## src/rtl/qdi_chk_fifo.sv

```systemverilog
// Synchronous FIFO holding expected result tokens.
//   clk, rst : clock, asynchronous active-high reset (empties the FIFO)
//   push     : write wdata when not full (ignored when full)
//   pop      : drop the head entry when not empty
//   rdata    : head entry (valid while !empty)
//   full     : DEPTH entries held
//   empty    : no entries held
module qdi_chk_fifo #(
  parameter int unsigned DEPTH = 4,
  parameter int unsigned WIDTH = 2
) (
  input  logic             clk,
  input  logic             rst,
  input  logic             push,
  input  logic [WIDTH-1:0] wdata,
  input  logic             pop,
  output logic [WIDTH-1:0] rdata,
  output logic             full,
  output logic             empty
);

  localparam int unsigned AW = (DEPTH > 1) ? $clog2(DEPTH) : 1;

  logic [WIDTH-1:0] mem [DEPTH];
  logic [AW-1:0]    wr_ptr;
  logic [AW-1:0]    rd_ptr;
  logic [AW:0]      count;
  logic             push_ok;
  logic             pop_ok;

  assign full    = (count == (AW+1)'(DEPTH));
  assign empty   = (count == '0);
  assign push_ok = push && !full;
  assign pop_ok  = pop && !empty;
  assign rdata   = mem[rd_ptr];

  always_ff @(posedge clk or posedge rst) begin
    if (rst) begin
      wr_ptr <= '0;
      rd_ptr <= '0;
      count  <= '0;
    end else begin
      if (push_ok) wr_ptr <= wr_ptr + 1'b1;
      if (pop_ok)  rd_ptr <= rd_ptr + 1'b1;
      unique case ({push_ok, pop_ok})
        2'b10:   count <= count + 1'b1;
        2'b01:   count <= count - 1'b1;
        default: count <= count;
      endcase
    end
  end

  always_ff @(posedge clk) begin
    if (push_ok) mem[wr_ptr] <= wdata;
  end

endmodule

```

## config.mk

```make
export PLATFORM = sky130hd
export DESIGN_NAME = qdi_chk_fifo
export DESIGN_NICKNAME = d
export VERILOG_FILES = /design/src/rtl/qdi_chk_fifo.sv
export SDC_FILE = /design/constraint.sdc
export NUM_CORES = 1
export LEC_CHECK = 0
export BUFFER_PORTS_ARGS = -buffer_cell sky130_fd_sc_hd__buf_4
export CAP_MARGIN = 25
export CORE_AREA = 2 2 39 41
export CTS_BUF_LIST = sky130_fd_sc_hd__clkbuf_4 sky130_fd_sc_hd__clkbuf_8
export DETAILED_ROUTE_END_ITERATION = 12
export DIE_AREA = 0 0 41 43
export GPL_ROUTABILITY_DRIVEN = 0
export MAX_ROUTING_LAYER = met4
export PLACE_DENSITY = 0.77
export SLEW_MARGIN = 0
export SYNTH_ARGS = -nofsm -noshare
export SYNTH_HDL_FRONTEND = slang
export SYNTH_SLANG_ARGS = --single-unit
export TNS_END_PERCENT = 100
```

## constraint.sdc

```tcl
create_clock -name clk -period 2.8 [get_ports clk]
set_clock_uncertainty 0.05 [all_clocks]
set_input_delay 0.56 -clock clk [delete_from_list [all_inputs] [get_ports clk]]
set_output_delay 0.56 -clock clk [all_outputs]
set_load 0.005 [all_outputs]
```

Word level (Yosys, flattened, before mapping). Memory sizes are Yosys's and may differ from the RTL's. Index checks and enable logic that the tools add are counted.

Register bits after elaboration: 7. Bits in latches: 0. RAM bits: 8. Bits in read-only memories: 0. Bits of input ports: 6. Output and inout port bits: 4. Memories: 1.

Add/subtract/negate cells: 4. $mul: 0. Divide/modulo/power cells: 0. $lt $le $gt $ge: 0. Equality and inequality tests: 3. Shifts and indexed selects: 0. Muxes and demuxes: 3. Bitwise gates (word level): 0. Reduce and logical (&&, ||, !) cells: 6.

Memories: mem (words 4, width 2, read ports 1, clocked after Yosys merged registers in 0, wr ports 1, RTL line 24) `logic [WIDTH-1:0] mem [DEPTH];`.

Operators with widths (count): 3-bit case mux with 2 select lines (1); 2-bit by 1-bit adder with 2-bit output, second input constant (2); 3-bit by 1-bit adder with 3-bit output, second input constant (1); 3-bit == test, second input constant (1); 3-bit logical NOT (1); 3-bit by 1-bit subtractor with 3-bit output, second input constant (1); 2-bit by 1-bit == test with 1-bit output, second input constant (1); 2-bit == test, second input constant (1); 1-bit logical AND (2); 1-bit logical NOT (2); 1-bit two-way mux (2); 2-bit nonzero test (1).

Depth between registers and ports, before layout.
Depth in word-level cells: 5. Depth in mapped cells: 9. Depth with buffers taken out: 9.

Least setup slack after synthesis. Ideal clock, no wire load.

Path type: register to register. Start point: register count[0]. End point: register count[2]. Data arrival time: 1793 ps. Setup slack: 878 ps. Cell stages (with the launch flop): 10. Path buffers: 0. Clock period less this slack: 1922 ps. Cell sequence: dfrtp_1 > nor3b_4 > nor2b_4 > inv_1 > ha_1 > inv_1 > fa_1 > xor2_1 > nor2_1 > xor2_1.

Word-level cells in the longest chain between the ends: 5. Elaborated cells on any way between the ends: 12. Classes of those cells: add/sub (2); eq/ne (3); mux (1); reduce/logical (6).

RTL lines: start: declaration (RTL line 27) `logic [AW:0] count;`; start signal: assignment (RTL line 46) `2'b10: count <= count + 1'b1;`; start signal: assignment (RTL line 47) `2'b01: count <= count - 1'b1;`; start signal: assignment (RTL line 48) `default: count <= count;`; 3-bit == test (*) (RTL line 31) `assign full = (count == (AW+1)'(DEPTH));`; named net full (RTL line 18) `output logic full,`; 1-bit logical NOT (*) (RTL line 33) `assign push_ok = push && !full;`; 1-bit logical AND (*) (RTL line 33); 2-bit by 1-bit == test with 1-bit output / 2-bit == test (equally long branches) (RTL line 45) `unique case ({push_ok, pop_ok})`; 3-bit case mux with 2 select lines / 2-bit nonzero test (equally long branches).

Mark *: on every way through the listed nets, which the timed path passes. The rest lies on a longest branch. A chain may end at the register's enable or synchronous reset.

Worst setup path in the final report.
Start point: register count[0]. End point: register count[2].

Word-level cells in the longest chain between the ends: 5. Elaborated cells on any way between the ends: 12. Classes of those cells: add/sub (2); eq/ne (3); mux (1); reduce/logical (6).

RTL lines (RTL line): 3-bit == test / 3-bit logical NOT (equally long branches) (31, 32); 1-bit logical NOT, on equally long branches (33, 34); 1-bit logical AND, on equally long branches (33, 34); 2-bit by 1-bit == test with 1-bit output / 2-bit == test (equally long branches) (45); 3-bit case mux with 2 select lines / 2-bit nonzero test (equally long branches).

Parallel ways exist; a longest one is shown, timed or not.

==> impl_summary.txt <==
----------------------------------------------------
[Logic synthesis]
  Sequential fraction of the synthesis area ... 0.5695
  Multiplexer fraction of the synthesized cell area ... 0.09605
  Post-synth EDFFs ... 8
  Top flip-flop cell by instance count after synthesis ... sky130_fd_sc_hd__edfxtp_1
  Synthesis Warnings ... 0
  Synth Area in Simple Gates ... 0.09949
  Xor-xnor portion of the synthesized cell area ... 0.07204
  Post-Syn Area per Cell ... 15.20 µm²
  Area fraction in compound gates after synthesis ... 0.01372
  Number of instances in the synthesized netlist ... 48
  Cell variety after synth ... 18
  Share of synthesized flip-flops with an asynchronous set or reset ... 0.4667
  Dominant combinational cell family by area after synthesis ... adder cells
  Adder and majority cell fraction of the synthesized area ... 0.1132
  Synthesized netlist net count ... 60
  Post-synthesis register bit count ... 15
  Synthesized area ... 729.5 µm²

[Global route]
  Met3 track demand over resource in global routing ... 0.03141
  Remaining Overflow, GRT ... 0
  First-pass GRT wire length ... 1524 µm
  Global-route track usage on met1 ... 0.1661
  GRT Resource Usage Total ... 0.1441
  Pin count of the biggest net entering global routing ... 9
  Via count of the first global-routing pass ... 347
  Layer with the highest usage after global routing ... met2
  GR Layer Usage met2 ... 0.2125
  Initial antenna violation count ... 0

[Routing]
  DRT Pass-1 Iters ... 1
  Antenna-violating nets left ... 0
  Vias per std cell ... 4.818
  Via count of the routed design ... 371
  Initial detailed-routing violation count ... 0
  Post-route DRC violation count ... 0
  Post-DR wirelength/cell ... 12.40 µm
  Routed wire length ... 955 µm

[Critical path]
  Critical path startpoint category ... register
  Required time of the critical path ... 2.97 ns
  Slowest library cell on the worst path ... sky130_fd_sc_hd__dfrtp_1
  Largest fanout on the critical path ... 7
  CP Data Arrival Time ... 2.21 ns
  Category of the most critical setup path ... register to register
  Maximum single-stage delay on the critical path ... 0.47 ns
  Cell breakdown of the critical path ... nor3b_4 > nor2b_4 > inv_1 > ha_1 > inv_1 > fa_1 > xor2_1 > nor2_1 > xor2_1
  Worst Setup End Kind ... register

[Finish]
  Most frequent cells in the layout ... sky130_fd_sc_hd__buf_4 (9), sky130_fd_sc_hd__edfxtp_1 (8), sky130_fd_sc_hd__inv_1 (7), sky130_fd_sc_hd__dfrtp_1 (7), sky130_fd_sc_hd__ha_1 (5)
  Number of filler cells placed in the layout ... 116
  Total Nets Final ... 74
  Register cell area after layout ... 415.4 µm²
  Most common cell after layout, fill and taps aside ... sky130_fd_sc_hd__buf_4
  Area Growth Syn to Fin ... 16.12%
  Area used by multi-input combinational logic ... 287.8 µm²
  Number of diodes added for antenna fixing ... 0
  Post-route insts no fill ... 77
  Fraction of layout cells with a size suffix above 1 ... 0.3443

[Run status]
  Status ... completed

[Floorplanning]
  Number of primary I/O pins ... 10
  Die area ... 1763 µm²
  Horizontal extent of the die ... 41 µm
  Initial Util ... 0.5271
  Row count ... 14
  Die Y ... 43 µm
  Area of the core region ... 1384 µm²

[Place]
  Number of port buffers ... 9
  Number of cells in the design after placement ... 73
  HPWL after DPL ... 765.3 µm
  Worst-case setup slack after placement ... 0.7723 ns

[Power]
  Overall power consumption ... 852.5 µW
  Power Density ... 1006 nW/µm²
  Static Leak ... 0.0003790 µW
  Portion of total power attributed to sequential cells ... 0.458
  Sw frac ... 0.3265
  P_int ... 574.1 µW
  Max rail drop VDD ... 0.4940 mV
  Share of power burned in the clock network ... 0.155
  Portion of total power attributed to combinational logic ... 0.387
  Switching pwr ... 278.4 µW

[Clock network]
  Maximum level of the CTS H-tree ... 1
  Latest clock arrival within the worst-skew pair ... 0.28 ns
  Clock edge transition at the registers on the reported setup and hold paths ... 0.09 ns
  TritonCTS Buffers ... 3
  Number of clock sinks ... 15
  Quantity of hold-fixing buffers added after cts ... 0
  Number of resized instances in the post-cts repair step ... 0
  TritonCTS clock tree ... built
  Buffers inserted during post-CTS setup optimization ... 0
  Clock tree root driver cell ... sky130_fd_sc_hd__clkbuf_4
  Largest buffer count on any clock path ... 2

[Job]
  Number of maximum-capacitance violations ... 0

[Timing]
  Count of final setup violators ... 0
  Shortest clock period the worst path allows after layout ... 2.045 ns
  Max frequency ... 489.0 MHz
  Final period util ... 0.7303
  Unrepaired setup endpoints after global routing ... false
  Worst slew margin relative to its limit ... 0.8061
  Number of failing hold endpoints at the final stage ... 0
  Slew at the pin with the worst max-slew slack ... 0.2906 ns
  Fin Setup TNS ... 0 ns
  Fin. max-slew vios ... 0
  Worst path setup slack after routing ... 0.7552 ns

[Worst hold path]
  Path type of the worst min-delay path ... input port to async pin

----------------------------------------------------
## power by group through the flow
stage               clock network [µW]  registers (µW)  logic [µW]
CTS                                132             393         338
finish                             133             390         330
global placement                     0             393         323
floorplan                            0             379         249
global route                       142             401         376
detailed placement                   0             397         336
## routing by layer
layer	up-vias	wire [µm]
met1	176	405
li1	186	-
met4	0	20
met3	4	25
met2	5	504
met5	-	0
## registers in the layout (all words and copies together) (netlist names)
register	count
mem	8
rd_ptr	2
wr_ptr	2
count	3
## synth_stat cells, drive strengths merged, types with 2 or more instances
| cell type | n | area share |
|---|---|---|
| edfxtp | 8 | 0.33 |
| dfrtp | 7 | 0.24 |
| inv | 7 | 0.036 |
| ha | 5 | 0.086 |
| and2 | 4 | 0.038 |
| xnor2 | 3 | 0.036 |
| xor2 | 3 | 0.036 |
| mux4 | 2 | 0.062 |
## critical path, delay by kind of cell, from the launching register on
family,cells,cell delay [ns]
fa+ha+maj,2,0.55
buf+inv,2,0.13
flops,1,0.47
simple gates,3,0.47
xor+xnor,2,0.30
## logic make-up (layout without fill, tap and decap cells)
kind of cell             Yosys count  count (layout)
AO/OA/AOI/OAI                      1               1
flip-flops                        15              15
multiplexers                       4               4
XOR/XNOR                           6               6
buffers and inverters              7              20
adder cells (fa/ha/maj)            6               6
AND/OR/NAND/NOR                    9               9
## area by class of cell
type / count / share of cell area
Tap cell: 16 / 0.02363
Inverter: 7 / 0.03102
Clock buffer: 4 / 0.03545
Sequential cell: 15 / 0.4904
Multi-Input combinational cell: 26 / 0.3397
Timing Repair Buffer: 9 / 0.07976
## metrics by stage
step,util,area (µm²),hold slack (ns)
after floorplan,-,729.5,0.3134
after global placement,0.5904,817.0,0.4531
after detailed placement,0.5904,817.0,0.4604
after CTS,0.6121,847.1,0.1745
after global routing,0.6121,847.1,0.1767
final,0.6121,847.1,0.1522
## final timing paths
check                      slack, ns  depth (start not counted)  startpoint   endpoint
min in group clk                0.43                          1    wdata[1]  mem[3][1]
max in group asynchronous       2.31                          2         rst  wr_ptr[1]
min                             0.15                          2         rst  rd_ptr[1]
min reg2reg                     0.48                          1    count[2]   count[2]
max reg2reg                     0.76                          9    count[0]   count[2]
max                             0.76                          9    count[0]   count[2]
Note: power is estimated with default switching activity, not from simulation.
